## config.mk

```make
export PLATFORM = sky130hd
export DESIGN_NAME = instr_strir_flat
export DESIGN_NICKNAME = d
export VERILOG_FILES = /design/src/rtl/instr_strir_if.sv /design/src/rtl/instr_strir.sv /design/src/flat_wrapper.sv
export SDC_FILE = /design/constraint.sdc
export NUM_CORES = 1
export LEC_CHECK = 0
export ABC_AREA = 1
export CAP_MARGIN = 20
export CORE_MARGIN = 5
export CORE_UTILIZATION = 52
export DETAILED_ROUTE_END_ITERATION = 10
export MAX_ROUTING_LAYER = met4
export PLACE_DENSITY = 0.86
export REMOVE_ABC_BUFFERS = 1
export SYNTH_ARGS = -nofsm -noshare
export SYNTH_HDL_FRONTEND = slang
export SYNTH_SLANG_ARGS = --single-unit
```

## constraint.sdc

```tcl
create_clock -name clk -period 5.2 [get_ports clk]
set_clock_uncertainty 0.1 [all_clocks]
set_input_delay 0.78 -clock clk [delete_from_list [all_inputs] [get_ports clk]]
set_output_delay 0.78 -clock clk [all_outputs]
set_load 0.1 [all_outputs]
```

## src/rtl/instr_strir_if.sv

```systemverilog
// Memory request/done bus shared by the execute-stage load and store units.
interface instr_strir_if;
    logic [15:0] memory_address;
    logic [15:0] memory_wdata;
    logic        memory_write;
    logic        memory_request;
    logic [15:0] memory_data;
    logic        memory_done;

    modport master (
        output memory_address,
        output memory_wdata,
        output memory_write,
        output memory_request,
        input  memory_data,
        input  memory_done
    );

    modport slave (
        input  memory_address,
        input  memory_wdata,
        input  memory_write,
        input  memory_request,
        output memory_data,
        output memory_done
    );
endinterface

```

## src/rtl/instr_strir.sv

```systemverilog
// Register-indirect store executor: word store is one write; byte store is a
// read-modify-write into the big-endian byte lane selected by address bit 0.
module instr_strir (
    input  logic                  clk,
    input  logic                  reset,
    input  logic                  strir,
    input  logic                  strirb,
    input  logic [15:0]           operand,
    input  logic [15:0]           regbus2,
    input  logic [15:0]           regbus1,
    output logic                  executeBusy,
    instr_strir_if.master         mem
);
    localparam int unsigned DATA_W = 16;
    localparam int unsigned BYTE_W = 8;

    typedef enum logic [4:0] {
        IDLE    = 5'b00001,
        WR      = 5'b00010,
        RD_B    = 5'b00100,
        MERGE_B = 5'b01000,
        WR_B    = 5'b10000
    } state_e;

    state_e              state_q,   state_d;
    logic                busy_q,    busy_d;
    logic                req_q,     req_d;
    logic                write_q,   write_d;
    logic [DATA_W-1:0]   addr_q,    addr_d;
    logic [DATA_W-1:0]   wdata_q,   wdata_d;
    logic [DATA_W-1:0]   merge_q,   merge_d;
    logic [BYTE_W-1:0]   byte_q,    byte_d;
    logic                lane_q,    lane_d;

    logic [DATA_W-1:0]   addr_c;
    logic [DATA_W-1:0]   merged_c;

    assign addr_c = DATA_W'(operand + regbus2);

    // Lane 0 (even address) is the upper byte.
    assign merged_c = lane_q ? {merge_q[DATA_W-1:BYTE_W], byte_q}
                             : {byte_q, merge_q[BYTE_W-1:0]};

    always_comb begin
        state_d = state_q;
        busy_d  = busy_q;
        req_d   = req_q;
        write_d = write_q;
        addr_d  = addr_q;
        wdata_d = wdata_q;
        merge_d = merge_q;
        byte_d  = byte_q;
        lane_d  = lane_q;

        unique case (state_q)
            IDLE: begin
                busy_d  = 1'b0;
                req_d   = 1'b0;
                write_d = 1'b0;
                addr_d  = '0;
                wdata_d = '0;
                if (strir) begin
                    busy_d  = 1'b1;
                    req_d   = 1'b1;
                    write_d = 1'b1;
                    addr_d  = addr_c;
                    wdata_d = regbus1;
                    state_d = WR;
                end else if (strirb) begin
                    busy_d  = 1'b1;
                    req_d   = 1'b1;
                    write_d = 1'b0;
                    addr_d  = addr_c;
                    byte_d  = regbus1[BYTE_W-1:0];
                    lane_d  = addr_c[0];
                    state_d = RD_B;
                end
            end
            WR, WR_B: begin
                if (mem.memory_done) begin
                    busy_d  = 1'b0;
                    req_d   = 1'b0;
                    write_d = 1'b0;
                    addr_d  = '0;
                    wdata_d = '0;
                    state_d = IDLE;
                end
            end
            RD_B: begin
                if (mem.memory_done) begin
                    merge_d = mem.memory_data;
                    req_d   = 1'b0;
                    state_d = MERGE_B;
                end
            end
            MERGE_B: begin
                req_d   = 1'b1;
                write_d = 1'b1;
                wdata_d = merged_c;
                state_d = WR_B;
            end
            default: begin
                busy_d  = 1'b0;
                req_d   = 1'b0;
                write_d = 1'b0;
                addr_d  = '0;
                wdata_d = '0;
                state_d = IDLE;
            end
        endcase
    end

    always_ff @(posedge clk or posedge reset) begin
        if (reset) begin
            state_q <= IDLE;
            busy_q  <= 1'b0;
            req_q   <= 1'b0;
            write_q <= 1'b0;
            addr_q  <= '0;
            wdata_q <= '0;
            merge_q <= '0;
            byte_q  <= '0;
            lane_q  <= 1'b0;
        end else begin
            state_q <= state_d;
            busy_q  <= busy_d;
            req_q   <= req_d;
            write_q <= write_d;
            addr_q  <= addr_d;
            wdata_q <= wdata_d;
            merge_q <= merge_d;
            byte_q  <= byte_d;
            lane_q  <= lane_d;
        end
    end

    assign executeBusy        = busy_q;
    assign mem.memory_request = req_q;
    assign mem.memory_write   = write_q;
    assign mem.memory_address = addr_q;
    assign mem.memory_wdata   = wdata_q;
endmodule

```

## src/flat_wrapper.sv

```systemverilog
// flat-port wrapper written by rule: the top's interface ports become plain ports
module instr_strir_flat 
  (clk, reset, strir, strirb, operand, regbus2, regbus1, executeBusy, mem_memory_address, mem_memory_wdata, mem_memory_write, mem_memory_request, mem_memory_data, mem_memory_done);
  instr_strir_if mem_i ();
  input  logic clk;
  input  logic reset;
  input  logic strir;
  input  logic strirb;
  input  logic [15:0] operand;
  input  logic [15:0] regbus2;
  input  logic [15:0] regbus1;
  output logic executeBusy;
  output wire logic [$bits(mem_i.memory_address)-1:0] mem_memory_address;
  output wire logic [$bits(mem_i.memory_wdata)-1:0] mem_memory_wdata;
  output wire logic [$bits(mem_i.memory_write)-1:0] mem_memory_write;
  output wire logic [$bits(mem_i.memory_request)-1:0] mem_memory_request;
  input wire logic [$bits(mem_i.memory_data)-1:0] mem_memory_data;
  input wire logic [$bits(mem_i.memory_done)-1:0] mem_memory_done;
  assign mem_memory_address = mem_i.memory_address;
  assign mem_memory_wdata = mem_i.memory_wdata;
  assign mem_memory_write = mem_i.memory_write;
  assign mem_memory_request = mem_i.memory_request;
  assign mem_i.memory_data = mem_memory_data;
  assign mem_i.memory_done = mem_memory_done;
  instr_strir u_core (.clk(clk), .reset(reset), .strir(strir), .strirb(strirb), .operand(operand), .regbus2(regbus2), .regbus1(regbus1), .executeBusy(executeBusy), .mem(mem_i));
endmodule
```

After elaboration in Yosys (flattened, before gate mapping)
Cells that the tools add are included.
W data, S select, Z words.
{"block": "op_classes", "multipliers": 0, "n_mux": 19, "shift": 0, "n_eq_ne": 9, "bitwise": 3, "div_mod_pow": 0, "n_addsub": 1, "n_lt_le_gt_ge": 0, "reduce_logical": 8}
{"op": "$mux W16", "n": 5}
{"op": "$pmux W16 S4", "n": 1}
{"op": "$pmux W16 S3", "n": 1}
{"op": "$mux W5", "n": 4}
{"op": "$pmux W5 S4", "n": 1}
{"op": "$add A16 B16 Y16", "n": 1}
{"op": "$pmux W1 S3", "n": 2}
{"op": "$reduce_and A2 Y1", "n": 3}
{"op": "$reduce_and A3 Y1", "n": 2}
{"op": "$eq A5 B1 Y1 const B", "n": 1}
{"op": "$eq A5 B2 Y1 const B", "n": 1}
{"op": "$eq A5 B3 Y1 const B", "n": 1}
{"op": "$eq A5 B4 Y1 const B", "n": 1}
{"op": "$eq A5 B5 Y1 const B", "n": 1}
{"op": "$mux W1", "n": 4}
{"op": "$ne A2 B2 Y1 const B", "n": 2}
{"op": "$pmux W1 S4", "n": 1}
{"op": "$reduce_or A2 Y1", "n": 2}
{"op": "$ne A3 B3 Y1 const B", "n": 1}
{"op": "$not A1 Y1", "n": 3}
{"op": "$reduce_or A3 Y1", "n": 1}
{"op": "$ne A2 B1 Y1 const B", "n": 1}
{"block": "totals", "ramBits": 0, "mem_count": 0, "inputBits": 69, "output_inout_bits": 35, "regBits": 65, "latchBits": 0, "mem_bits_ro": 0}

Depth between registers and ports, before layout
{"block": "depth", "word_depth": 4, "depth_mapped": 11, "ltp_nobuf": 11}

Worst setup path before layout
OpenSTA, ideal clock, no wires.
{"block": "synth_path", "path_kind": "input to register", "from": "input operand[0]", "to": "register u_core.addr_q[12], in the netlist u_core.mem.memory_address[12]", "stages": 11, "slack_ns": 3.079, "arrival_ns": 1.901, "n_path_buf": 0, "cell_sequence": "ha_1 -> inv_1 -> fa_1 -> inv_1 -> nand3_1 -> nand3_1 -> nand3_1 -> nand3_1 -> nand2_1 -> nand3_1 -> nand2_1"}
{"block": "synth_between", "elab_chain_cells": 4}
{"element": "from (decl)", "line_no": "flat_wrapper.sv:9", "rtl": "input logic [15:0] operand;"}
{"element": "$add A16 B16 Y16 *", "line_no": "instr_strir.sv:38", "rtl": "assign addr_c = DATA_W'(operand + regbus2);"}
{"element": "$mux W16", "line_no": "instr_strir.sv:69", "rtl": "end else if (strirb) begin"}
{"element": "$mux W16 *", "line_no": "instr_strir.sv:62", "rtl": "if (strir) begin"}
{"element": "$pmux W16 S3 *", "line_no": "instr_strir.sv:55", "rtl": "unique case (state_q)"}
{"element": "to (signal assigned)", "line_no": "instr_strir.sv:129", "rtl": "addr_q <= addr_d;"}
{"element": "to (decl)", "line_no": "instr_strir.sv:29", "rtl": "logic [DATA_W-1:0] addr_q, addr_d;"}
Mark *: on every way between the ends. The rest lies on a longest branch, timed or not.
A chain may end at the register's enable or synchronous reset.

Final worst setup path
{"block": "layout_path", "from": "register u_core.addr_q[10], in the netlist u_core.mem.memory_address[10]", "to": "output mem_memory_address[10]"}
{"element": "to (decl)", "line_no": "flat_wrapper.sv:13", "rtl": "output wire logic [$bits(mem_i.memory_address)-1:0] mem_memory_address;"}
No word-level cell between the ends.

==> results_dict.tcl <==
set metrics [dict create \
    cts_buffer_depth 2 \
    cts_resized 0 \
    setup_ws_ns 2.45 \
    ant_nets 0 \
    tritoncts "built" \
    syn_area_mm2 0.00373 \
    fmax_mhz 363 \
    final-setup-viol-count 0 \
    cp.required_ns 4.32 \
    path_buf_inv 1 \
    ys_top_cells_by_area "dfrtp_1 (43%), nand2_1 (20%), inv_1 (7.6%), ha_1 (5.0%), nand3_1 (3.5%)" \
    endpoint_kind "output port" \
    hold_path_end "u_core.mem.memory_address[9]" \
    drt-initial-drc-count 186 \
    port_buffers 103 \
    slew_headroom 0.318 \
    cp-start-kind "flip-flop" \
    netlist_top_cells_count "nand2_1 (196), inv_1 (76), dfrtp_1 (64)" \
    async_flop_share 1.00 \
    crit_path_max_fanout 2 \
    syn_to_final_growth_pct 34.0 \
    maxCapViolations 0 \
    antenna_found_initial 0 \
    r2r_start "u_core.state_q[4]" \
    layout.nets 688 \
    timing.hold.ws_ns 0.382 \
    drcViolationCount 0 \
    postSynthCellCount 499 \
    cts_htree_levels 3 \
    dr.pass1.iters 5 \
    synth_top_area_cell "dfrtp_1" \
    grt_pass1_wl_mm 15.3 \
    hold_viol 0 \
    io_pins 104 \
    rr_worst_depth 8 \
    cts_root_buf "clkbuf_8" \
    critPathSlowestCell "clkdlybuf4s50_1" \
    placed_cells 688 \
    core_area_mm2 0.00691 \
    min_path_type "reg -> reg" \
    routedWlPerCell_um 13.3 \
    synth_flop_cell "dfrtp_1" \
    final_cells 704 \
    initial_core_util 0.541 \
    rsz0062_at_grt "no" \
    tightest_slew_ns 1.02 \
    final_core_util 0.724 \
    p_per_area_mw_per_mm2 569 \
    ctsHoldBuffers 0 \
    crit_arrival_ns 1.87 \
    via_per_inst 5.10 \
    cp_top_family "buffers and inverters" \
    routed_wl_mm 9.40 \
    rrSetupSlack_ns 3.20 \
    maxSlewViolCount 0 \
    ys_ff_latch 65 \
    grtUsageTotal 0.221 \
    period_share 0.530 \
    clock_latency_ns 0.33 \
    reg2reg_to "u_core.merge_q[14]" \
    synth_warnings 0 \
    route.vias.total 3589 \
    cts_num_sinks 65 \
    clk_pin_slew_ns 0.08 \
    seq_area_frac_synth 0.436 \
    hp-start "u_core.mem.memory_address[9]" \
    cpPeakStageDelay_ns 1.15 \
    die_w_um 94.8 \
    gp_congestion 0.857 \
    synth.top_cell.area_share 0.429 \
    holdPathStages 2 \
    fin_crit_ns 2.75 \
    path_cells "clkdlybuf4s50_1" \
    grt_max_degree 66 \
    run_status "complete, no violations" \
    num_antenna_cells 0 \
    grt_overflow 0 \
    crit_start "u_core.mem.memory_address[10]" \
    pre_cts_slack_ns 2.44 \
    dp_hpwl_mm 7.03 \
    cts_inserted_buffers 9 \
    synth_enable_flop_cells 0 \
    dieArea_mm2 0.00898 \
    power.leakage_uw 0.00259 \
    post_cts_buffers 0 \
    grt_pass1_vias 3516 \
    final_layout_size_suffix_gt1_frac 0.0543 \
    fin_setup_tns_ns 0 \
    yosysMostFrequentCell "nand2_1" \
    die_y_um 94.8 \
    path_class "reg -> out" \
    ir_worst_vdd_mv 0.504 \
    synth_cell_types 35 \
    avgSynthCellArea_um2 7.48 \
    rows 30 \
]
## kinds of logic after synthesis
family	Yosys count	synth area share
AND/OR/NAND/NOR	267	0.299
buffers and inverters	89	0.104
flip-flops	65	0.436
AO/OA/AOI/OAI	59	0.0985
adder cells (fa/ha/maj)	16	0.0556
XOR/XNOR	3	0.00704
## registers in the layout, summed over array words and instances, names as in the netlist
| name | flops |
|---|---|
| u_core.lane_q | 1 |
| u_core.merge_q | 16 |
| u_core.executeBusy | 1 |
| u_core.mem.memory_request | 1 |
| u_core.state_q | 5 |
| u_core.mem.memory_write | 1 |
| u_core.byte_q | 8 |
| u_core.mem.memory_address | 16 |
| u_core.mem.memory_wdata | 16 |
## where the power goes
group / leakage [µW] / switching [µW] / internal (µW)
Sequential: 0.000817 / 125 / 713
Clock: 0.000107 / 203 / 236
Combinational: 0.00167 / 1190 / 381
## worst register-to-register path, cell delays in order, from the launching register on
cell	delay (ns)
dfrtp_1	0.43
nor2_4	0.18
nand2_1	0.08
nor3_2	0.17
inv_2	0.11
nor2_4	0.51
inv_1	0.17
nand2_1	0.10
nand2_1	0.05
## metal layers
layer | wire (µm) | GRT usage | vias up
met5 | 0 | - | -
met3 | 562 | 0.0390 | 22
li1 | - | - | 1779
met1 | 4030 | 0.267 | 1650
met4 | 190 | 0.0829 | 0
met2 | 4610 | 0.369 | 138
## worst max-delay path by stage
stage,to,cells past startpoint,slack [ns]
after global routing,mem_memory_address[10],1,2.40
after CTS,mem_memory_address[10],1,2.44
after global placement,u_core.mem.memory_address[12],12,2.52
after floorplan,u_core.byte_q[0],1,2.70
final,mem_memory_address[10],1,2.45
after detailed placement,u_core.mem.memory_address[8],11,2.44
## layout make-up
cell class	count	area [µm²]
clock buffers	10	138
clock inverters	6	66.3
fillers	526	1900
inverters	78	295
multi-input cells	345	1720
flip-flops and latches	65	1630
well taps	96	120
repair buffers	104	1040
## cells in the final DEF (no fill, tap or decap), types with 4 or more instances in the layout
master / count
inv_1: 75
o21ai_0: 19
nor2_1: 27
nand2_1: 196
a21oi_1: 20
dfrtp_1: 64
clkbuf_8: 10
a32oi_1: 12
nand3_1: 26
clkdlybuf4s50_1: 103
ha_1: 15
nor3_1: 4
## per-stage QoR
step	power, µW	cell area, µm²
after floorplan	1980	3640
after global placement	2380	4800
after detailed placement	2410	4800
after CTS	2860	5000
after global routing	2990	5000
final	2850	5000
Power figures use the tool's default switching activity.
